==> src/rtl/hc595_shifter.sv <==
// hc595_shifter: serializes one byte into a 74HC595 (MSB first), then pulses
// RCLK to latch it. SRCLK runs at CLK_DIV system cycles per half-period.
// Request handshake: a request is taken on any rising edge where o_ready=1
// and i_enable=1; o_ready drops on the following cycle and stays low until
// the latch phase has finished. i_enable is ignored while o_ready=0.
// All outputs, including the o_state debug view, come straight from flops.
module hc595_shifter #(
    parameter int unsigned CLK_DIV = 1
) (
    input  logic       i_clk,
    input  logic       i_rst_n,
    input  logic [7:0] i_data,
    input  logic       i_enable,
    output logic       o_ready,
    output logic       o_ser,
    output logic       o_srclk,
    output logic       o_rclk,
    output logic       o_oe_n,
    output logic [1:0] o_state
);

    localparam int CNT_W = $clog2(CLK_DIV + 1);
    localparam logic [CNT_W-1:0] CNT_LAST = CNT_W'(CLK_DIV - 1);

    typedef enum logic [1:0] {
        IDLE     = 2'd0,
        SETUP    = 2'd1,
        SHIFT_HI = 2'd2,
        LATCH    = 2'd3
    } state_t;

    state_t           state, state_d;
    logic [CNT_W-1:0] cnt, cnt_d;
    logic [2:0]       idx, idx_d;
    logic [7:0]       shreg, shreg_d;
    logic             phase_done;

    logic ready_d, ser_d, srclk_d, rclk_d, oe_n_d;

    assign phase_done = (cnt == CNT_LAST);
    assign o_state    = state;

    // State register plus the datapath that moves with it (divider, index, byte).
    always_ff @(posedge i_clk) begin
        if (!i_rst_n) begin
            state <= IDLE;
            cnt   <= '0;
            idx   <= '0;
            shreg <= '0;
        end else begin
            state <= state_d;
            cnt   <= cnt_d;
            idx   <= idx_d;
            shreg <= shreg_d;
        end
    end

    // Next-state logic: each timed phase lasts CLK_DIV cycles, then advances.
    always_comb begin
        state_d = state;
        idx_d   = idx;
        shreg_d = shreg;
        case (state)
            IDLE: begin
                if (i_enable) begin
                    shreg_d = i_data;
                    idx_d   = 3'd7;
                    state_d = SETUP;
                end
            end
            SETUP: begin
                if (phase_done) state_d = SHIFT_HI;
            end
            SHIFT_HI: begin
                if (phase_done) begin
                    if (idx != 3'd0) begin
                        idx_d   = idx - 3'd1;
                        state_d = SETUP;
                    end else begin
                        state_d = LATCH;
                    end
                end
            end
            LATCH: begin
                if (phase_done) state_d = IDLE;
            end
            default: state_d = IDLE;
        endcase
        // Divider restarts on every state entry so no phase can be cut short.
        if (state_d != state || state_d == IDLE) begin
            cnt_d = '0;
        end else begin
            cnt_d = cnt + 1'b1;
        end
    end

    // Output decode from the upcoming state, so registered outputs line up with it.
    always_comb begin
        ready_d = (state_d == IDLE);
        srclk_d = (state_d == SHIFT_HI);
        rclk_d  = (state_d == LATCH);
        ser_d   = 1'b0;
        if (state_d == SETUP || state_d == SHIFT_HI) begin
            ser_d = shreg_d[idx_d];
        end
        // Outputs of the 595 stay disabled until a full byte has been latched.
        oe_n_d = o_oe_n;
        if (state == LATCH && state_d == IDLE) begin
            oe_n_d = 1'b0;
        end
    end

    // Output registers.
    always_ff @(posedge i_clk) begin
        if (!i_rst_n) begin
            o_ready <= 1'b1;
            o_ser   <= 1'b0;
            o_srclk <= 1'b0;
            o_rclk  <= 1'b0;
            o_oe_n  <= 1'b1;
        end else begin
            o_ready <= ready_d;
            o_ser   <= ser_d;
            o_srclk <= srclk_d;
            o_rclk  <= rclk_d;
            o_oe_n  <= oe_n_d;
        end
    end

endmodule

==> config.mk <==
export PLATFORM = sky130hd
export DESIGN_NAME = hc595_shifter
export DESIGN_NICKNAME = d
export VERILOG_FILES = /design/src/rtl/hc595_shifter.sv
export SDC_FILE = /design/constraint.sdc
export NUM_CORES = 1
export LEC_CHECK = 0
export ABC_AREA = 1
export BUFFER_PORTS_ARGS = -buffer_cell sky130_fd_sc_hd__buf_4
export CAP_MARGIN = 5
export CORE_MARGIN = 2
export CORE_UTILIZATION = 30
export CTS_BUF_LIST = sky130_fd_sc_hd__clkbuf_8
export DETAILED_ROUTE_END_ITERATION = 12
export GPL_TIMING_DRIVEN = 0
export PLACE_DENSITY_LB_ADDON = 0.08
export SYNTH_ARGS = -nofsm -noshare
export SYNTH_HDL_FRONTEND = slang
export SYNTH_SLANG_ARGS = --single-unit
==> constraint.sdc <==
create_clock -name i_clk -period 5.1 [get_ports i_clk]
set_input_delay 0.255 -clock i_clk [delete_from_list [all_inputs] [get_ports i_clk]]
set_output_delay 0.255 -clock i_clk [all_outputs]
set_load 0.03 [all_outputs]
==> reports/qor.yml, run 1 <==
power:
  switching_power_mw: 0.187
  power_density_nw_per_um2: 383
  p_int_mw: 0.292
  seqPwrFrac_pct: 38.2
  leakagePower_nw: 0.649
  p_comb_share_pct: 39.4
  power_mw: 0.479
  swShare_pct: 39.0
  ir_worst_vdd_mv: 0.156
  clockPowerShare_pct: 22.3
floorplan:
  die_area_sq_um: 3880
  row_count: 21
  start_util_pct: 30.8
  chipHeight_um: 62.3
  die_x_um: 62.3
  num_io_pins: 18
  coreArea_sq_um: 3310
setup_path:
  end_kind: "flip-flop"
  cp_common_cell: "ha_1"
  slowest_stage: "or2_2"
  critPathKind: "reg2reg"
  start_kind: "flip-flop"
  cp.arrival_ps: 2260
  slowest_delay_ps: 310
  crit_chain: "inv_1 -> ha_1 -> nand2_1 -> o211ai_1 -> o21ai_0 -> ha_1 -> or2_2 -> nor4_1"
  critPathRequiredTime_ps: 5270
  crit_fanout: 6
placed_design:
  port_buffers: 17
  placed_cells: 205
  gp_congestion: 0.698
  dp_hpwl_um: 1700
route:
  drc: 0
  ant_nets: 0
  drt-pass1-iter-count: 4
  avgRoutedWirePerCell_um: 10.7
  wirelength_um: 2230
  via_count: 904
  vias_per_cell: 4.33
  drtIter0Drc: 13
clock_network:
  htree_num_levels: 1
  cts.repair.resized: 0
  postCtsSetupBuffers: 0
  cts_buffer_depth: 2
  cts_num_sinks: 19
  cts.clk_slew.worst_paths_ps: 80
  hold_buffers: 0
  cts_made_buffers: 3
  root_buffer: "clkbuf_8"
  clkLatencyLatePin_ps: 260
  cts_tree: "built"
synthesis:
  synth_commonest_cells: "nand2_1, inv_1, dfxtp_1"
  syn_inst: 142
  synth_top_cell_by_area: "dfxtp_1"
  yosys-top-cells-area: "dfxtp_1, nand2_1, inv_1"
  netlist-cell-type-count: 21
  synth_edf_count: 0
  async_flop_share_pct: 0
  syn_area_sq_um: 1020
  yosysMostFrequentCell: "nand2_1"
  ys_seq_area_share_pct: 37.3
  synth_seq_cells: 19
  syn_nets: 158
  synth_ff_type: "dfxtp_1"
  synth_top_area_share_pct: 37.3
  yosysWarnings: 0
  syn_area_per_cell_sq_um: 7.18
final_layout:
  finish.utilization_pct: 37.8
  area.growth.synth_to_final_pct: 22.7
  multi_input_area_sq_um: 523
  fill_cells: 381
  n_antenna_cell: 0
  seq_area_sq_um: 380
  layout.nets: 180
  instances_no_fill: 209
  drive_gt1_share_pct: 21.5
run_status:
  outcome: "finished, final reports clean"
global_routing:
  grt_pass1_vias: 900
  grt_pass1_wl_um: 3930
  grt_antenna_before_repair: 0
  grt.total_usage_pct: 12.8
  grt_max_degree: 12
  grt.overflow.total: 0
timing:
  final-hold-violation-count: 0
  whs_ps: 200
  fin_crit_ps: 2080
  tightest_slew_ps: 485
  max_freq_mhz: 480
  finalCritPeriodShare_pct: 40.8
  rsz0062_at_grt: "false"
  relSlewSlack_pct: 67.7
  fin_setup_tns_ps: 0
  report.final.slew_viol_count: 0
  clock_skew_ps: 3.45
  finalSetupViolCount: 0
run:
  cap_violations: 0
worst_hold_path:
  hp-class: "in2reg"
power by group through the flow:
stage / Clock [mW] / Combinational [mW] / Sequential, mW
after global placement: 0 / 0.187 / 0.186
after CTS: 0.109 / 0.192 / 0.184
after detailed placement: 0 / 0.191 / 0.187
final: 0.107 / 0.189 / 0.183
after global routing: 0.119 / 0.218 / 0.186
after floorplan: 0 / 0.125 / 0.201
critical path: cells and delay by family, from the launching register on:
family,cells,cell delay (ps)
AO/OA/AOI/OAI,2,410
flip-flops,1,300
AND/OR/NAND/NOR,3,660
adder cells (fa/ha/maj),2,450
buffers and inverters,1,170
cell families after synthesis:
family,share of synthesized area (%)
AO/OA/AOI/OAI,4.66
buffers and inverters,11.4
adder cells (fa/ha/maj),6.13
AND/OR/NAND/NOR,40.5
flip-flops,37.3
sequential cells by signal, summed over array words and instances (netlist names):
signal   flops
cnt          1
shreg        8
o_ser        1
o_state      2
o_oe_n       1
idx          3
o_rclk       1
o_ready      1
o_srclk      1
per-stage QoR:
stage               worst slack, ps  area, sq um
floorplan                      3250         1020
global placement               3040         1200
detailed placement             3020         1200
CTS                            2980         1250
global route                   2810         1250
finish                         3020         1250
layout by cell type (no fill, tap or decap), types with 3 or more instances in the layout:
| master | instances |
|---|---|
| dfxtp_1 | 19 |
| inv_1 | 26 |
| nand2_1 | 32 |
| nand2_2 | 4 |
| o21ai_0 | 3 |
| clkbuf_8 | 3 |
| o21ai_1 | 3 |
| buf_4 | 17 |
| nand3_1 | 17 |
| ha_1 | 5 |
| nand2_4 | 3 |
| nor2_1 | 16 |
area by class of cell:
class / count / share of cell area, %
Multi-Input combinational cell: 94 / 41.8
Sequential cell: 19 / 30.4
Inverter: 27 / 8.10
Clock buffer: 3 / 3.30
Clock inverter: 1 / 0.400
Tap cell: 46 / 4.60
Timing Repair Buffer: 17 / 10.2
Buffer: 2 / 1.20
path summary, 6_finish.rpt:
check	cells after the start	slack (ps)	startpoint	to
worst max register to register	8	3020	idx[0]$_SDFF_PN0_	cnt$_SDFF_PP0_
worst max-delay path	8	3020	idx[0]$_SDFF_PN0_	cnt$_SDFF_PP0_
worst min register to register	2	450	o_oe_n$_SDFFE_PN1P_	o_oe_n$_SDFFE_PN1P_
worst min-delay path	2	200	i_rst_n	o_oe_n$_SDFFE_PN1P_
metal layers:
metal | vias up | share of wire [%] | track usage, %
met5 | - | 0 | 0
met3 | 2 | 3.5 | 4.71
met1 | 408 | 49 | 16.0
met4 | 0 | 0.54 | 1.67
li1 | 481 | - | -
met2 | 13 | 47 | 21.6
(Power assumes the default switching activity.)
==> inputs of run 2 (changes only) <==
Clock period 5.1 ns to 2 ns, I/O delays scaled along.
==> run 2 against run 1 <==
  * Routed wire length rose by 2.2%
  * Die area did not move
  * Worst setup slack lost 2800 ps
  * Critical endpoint unchanged
  * Register-to-register slack lost 2800 ps
  * First-iteration DRC count increased by 7.7%
  * Largest cell class unchanged
  * Largest power group unchanged
  * Fmax is 15% higher
  * Sequential power rose to 2.6 times the previous value
==> reports/qor.yml, run 2 (same netlist as run 1, synthesis figures left out) <==
final_layout:
  n_antenna_cell: 0
  area.growth.synth_to_final_pct: 25.3
  regMostFlops: "shreg"
  instances_no_fill: 210
  fill_cells: 382
  largest_reg_flops: 8
  drive_gt1_share_pct: 26.2
  fin_area_sq_um: 1280
  final_cell_mix: "nand2_1, inv_1, buf_4"
  layout.nets: 181
  layout_commonest_cell: "nand2_1"
global_routing:
  grt_pass1_wl_um: 4000
  grt.overflow.total: 0
  grt_antenna_before_repair: 0
  grt_max_degree: 12
  grt_pass1_vias: 898
  grt.total_usage_pct: 13.0
route:
  drc: 0
  wirelength_um: 2280
  via_count: 905
  avgRoutedWirePerCell_um: 10.9
  ant_nets: 0
  drtIter0Drc: 14
  drt-pass1-iter-count: 3
  vias_per_cell: 4.31
setup_path:
  path_buf_inv: 1
  crit_family: "simple AND/OR/NAND/NOR gates"
  crit_fanout: 6
  critPathKind: "reg2reg"
  critPathRequiredTime_ps: 2170
  start_kind: "flip-flop"
  end_kind: "flip-flop"
  cp.arrival_ps: 1990
  crit_chain: "inv_1 -> ha_2 -> nand2_4 -> o211ai_1 -> o21ai_2 -> ha_1 -> or2_2 -> nor4_1"
  slowest_stage: "dfxtp_1"
  slowest_delay_ps: 330
timing:
  report.final.slew_viol_count: 0
  clock_skew_ps: 3.19
  finalCritPeriodShare_pct: 90.7
  fin_crit_ps: 1810
  relSlewSlack_pct: 68.0
  max_freq_mhz: 551
  finalSetupViolCount: 0
  tightest_slew_ps: 481
  final-hold-violation-count: 0
  rsz0062_at_grt: "false"
run_status:
  outcome: "finished, final reports clean"
floorplan:
  die_x_um: 62.3
  num_io_pins: 18
  start_util_pct: 30.8
  row_count: 21
  chipHeight_um: 62.3
  coreArea_sq_um: 3310
  die_area_sq_um: 3880
worst_hold_path:
  hp-class: "in2reg"
placed_design:
  gp_congestion: 0.698
  post_dp_cell_area_sq_um: 1200
  dp_hpwl_um: 1700
  port_buffers: 17
  placed_cells: 205
clock_network:
  cts.clk_slew.worst_paths_ps: 80
  cts_tree: "built"
  root_buffer: "clkbuf_8"
  htree_num_levels: 1
  clkLatencyLatePin_ps: 260
  cts_num_sinks: 19
  cts_buffer_depth: 2
  cts_made_buffers: 3
  hold_buffers: 0
power:
  power_density_nw_per_um2: 979
  leakagePower_nw: 0.656
  ir_worst_vdd_mv: 0.399
run:
  cap_violations: 0
## run 2: through the flow
step	total power, mW	setup slack, ps	hold WS, ps	setup TNS, ps	utilization [%]
floorplan	0.832	149	169	0	-
global placement	0.953	-60.8	318	-60.8	36.4
detailed placement	0.964	-82.1	322	-82.1	36.4
CTS	1.24	51.7	43.8	0	37.9
global route	1.36	20.9	55.6	0	38.6
finish	1.25	186	44.9	0	38.6
## run 2: routing by layer
metal	vias to the layer above	GRT usage, %	wire length [um]
met5	-	0	0
met4	0	1.67	12
met3	2	4.71	78
met2	13	22.4	1080
met1	407	16.0	1110
li1	483	-	-
## run 2: repair_timing
item | 4_1_cts | 5_1_grt
gates resized for setup | 2 | 7
endpoints found under the hold margin | 0 | 0
endpoints found under the setup margin | 1 | 1
setup buffers | 0 | 1
pin swaps | 0 | 2
## run 2: report_power, final
group          leakage [nW]  switching, mW  internal, mW
registers             0.158         0.0357         0.435
clock network        0.0255          0.135         0.139
logic                 0.473          0.318         0.189
total                 0.656          0.488         0.762
## run 2: worst paths after layout
check / from / end / slack, ps / cells after the start
max: idx[1]$_SDFF_PN0_ / cnt$_SDFF_PP0_ / 190 / 8
min: i_rst_n / o_oe_n$_SDFFE_PN1P_ / 40 / 2
max reg2reg: idx[1]$_SDFF_PN0_ / cnt$_SDFF_PP0_ / 190 / 8
min reg2reg: o_oe_n$_SDFFE_PN1P_ / o_oe_n$_SDFFE_PN1P_ / 450 / 2
## run 2: final cells by class
class,instances,area [sq um],share of cell area (%)
multi-input cells,94,539,42.2
inverters,27,101,7.93
repair buffers,18,135,10.6
clock buffers,3,41.3,3.23
clock inverters,1,5.00,0.392
well taps,46,57.6,4.51
plain buffers,2,15.0,1.18
flip-flops and latches,19,383,30.0
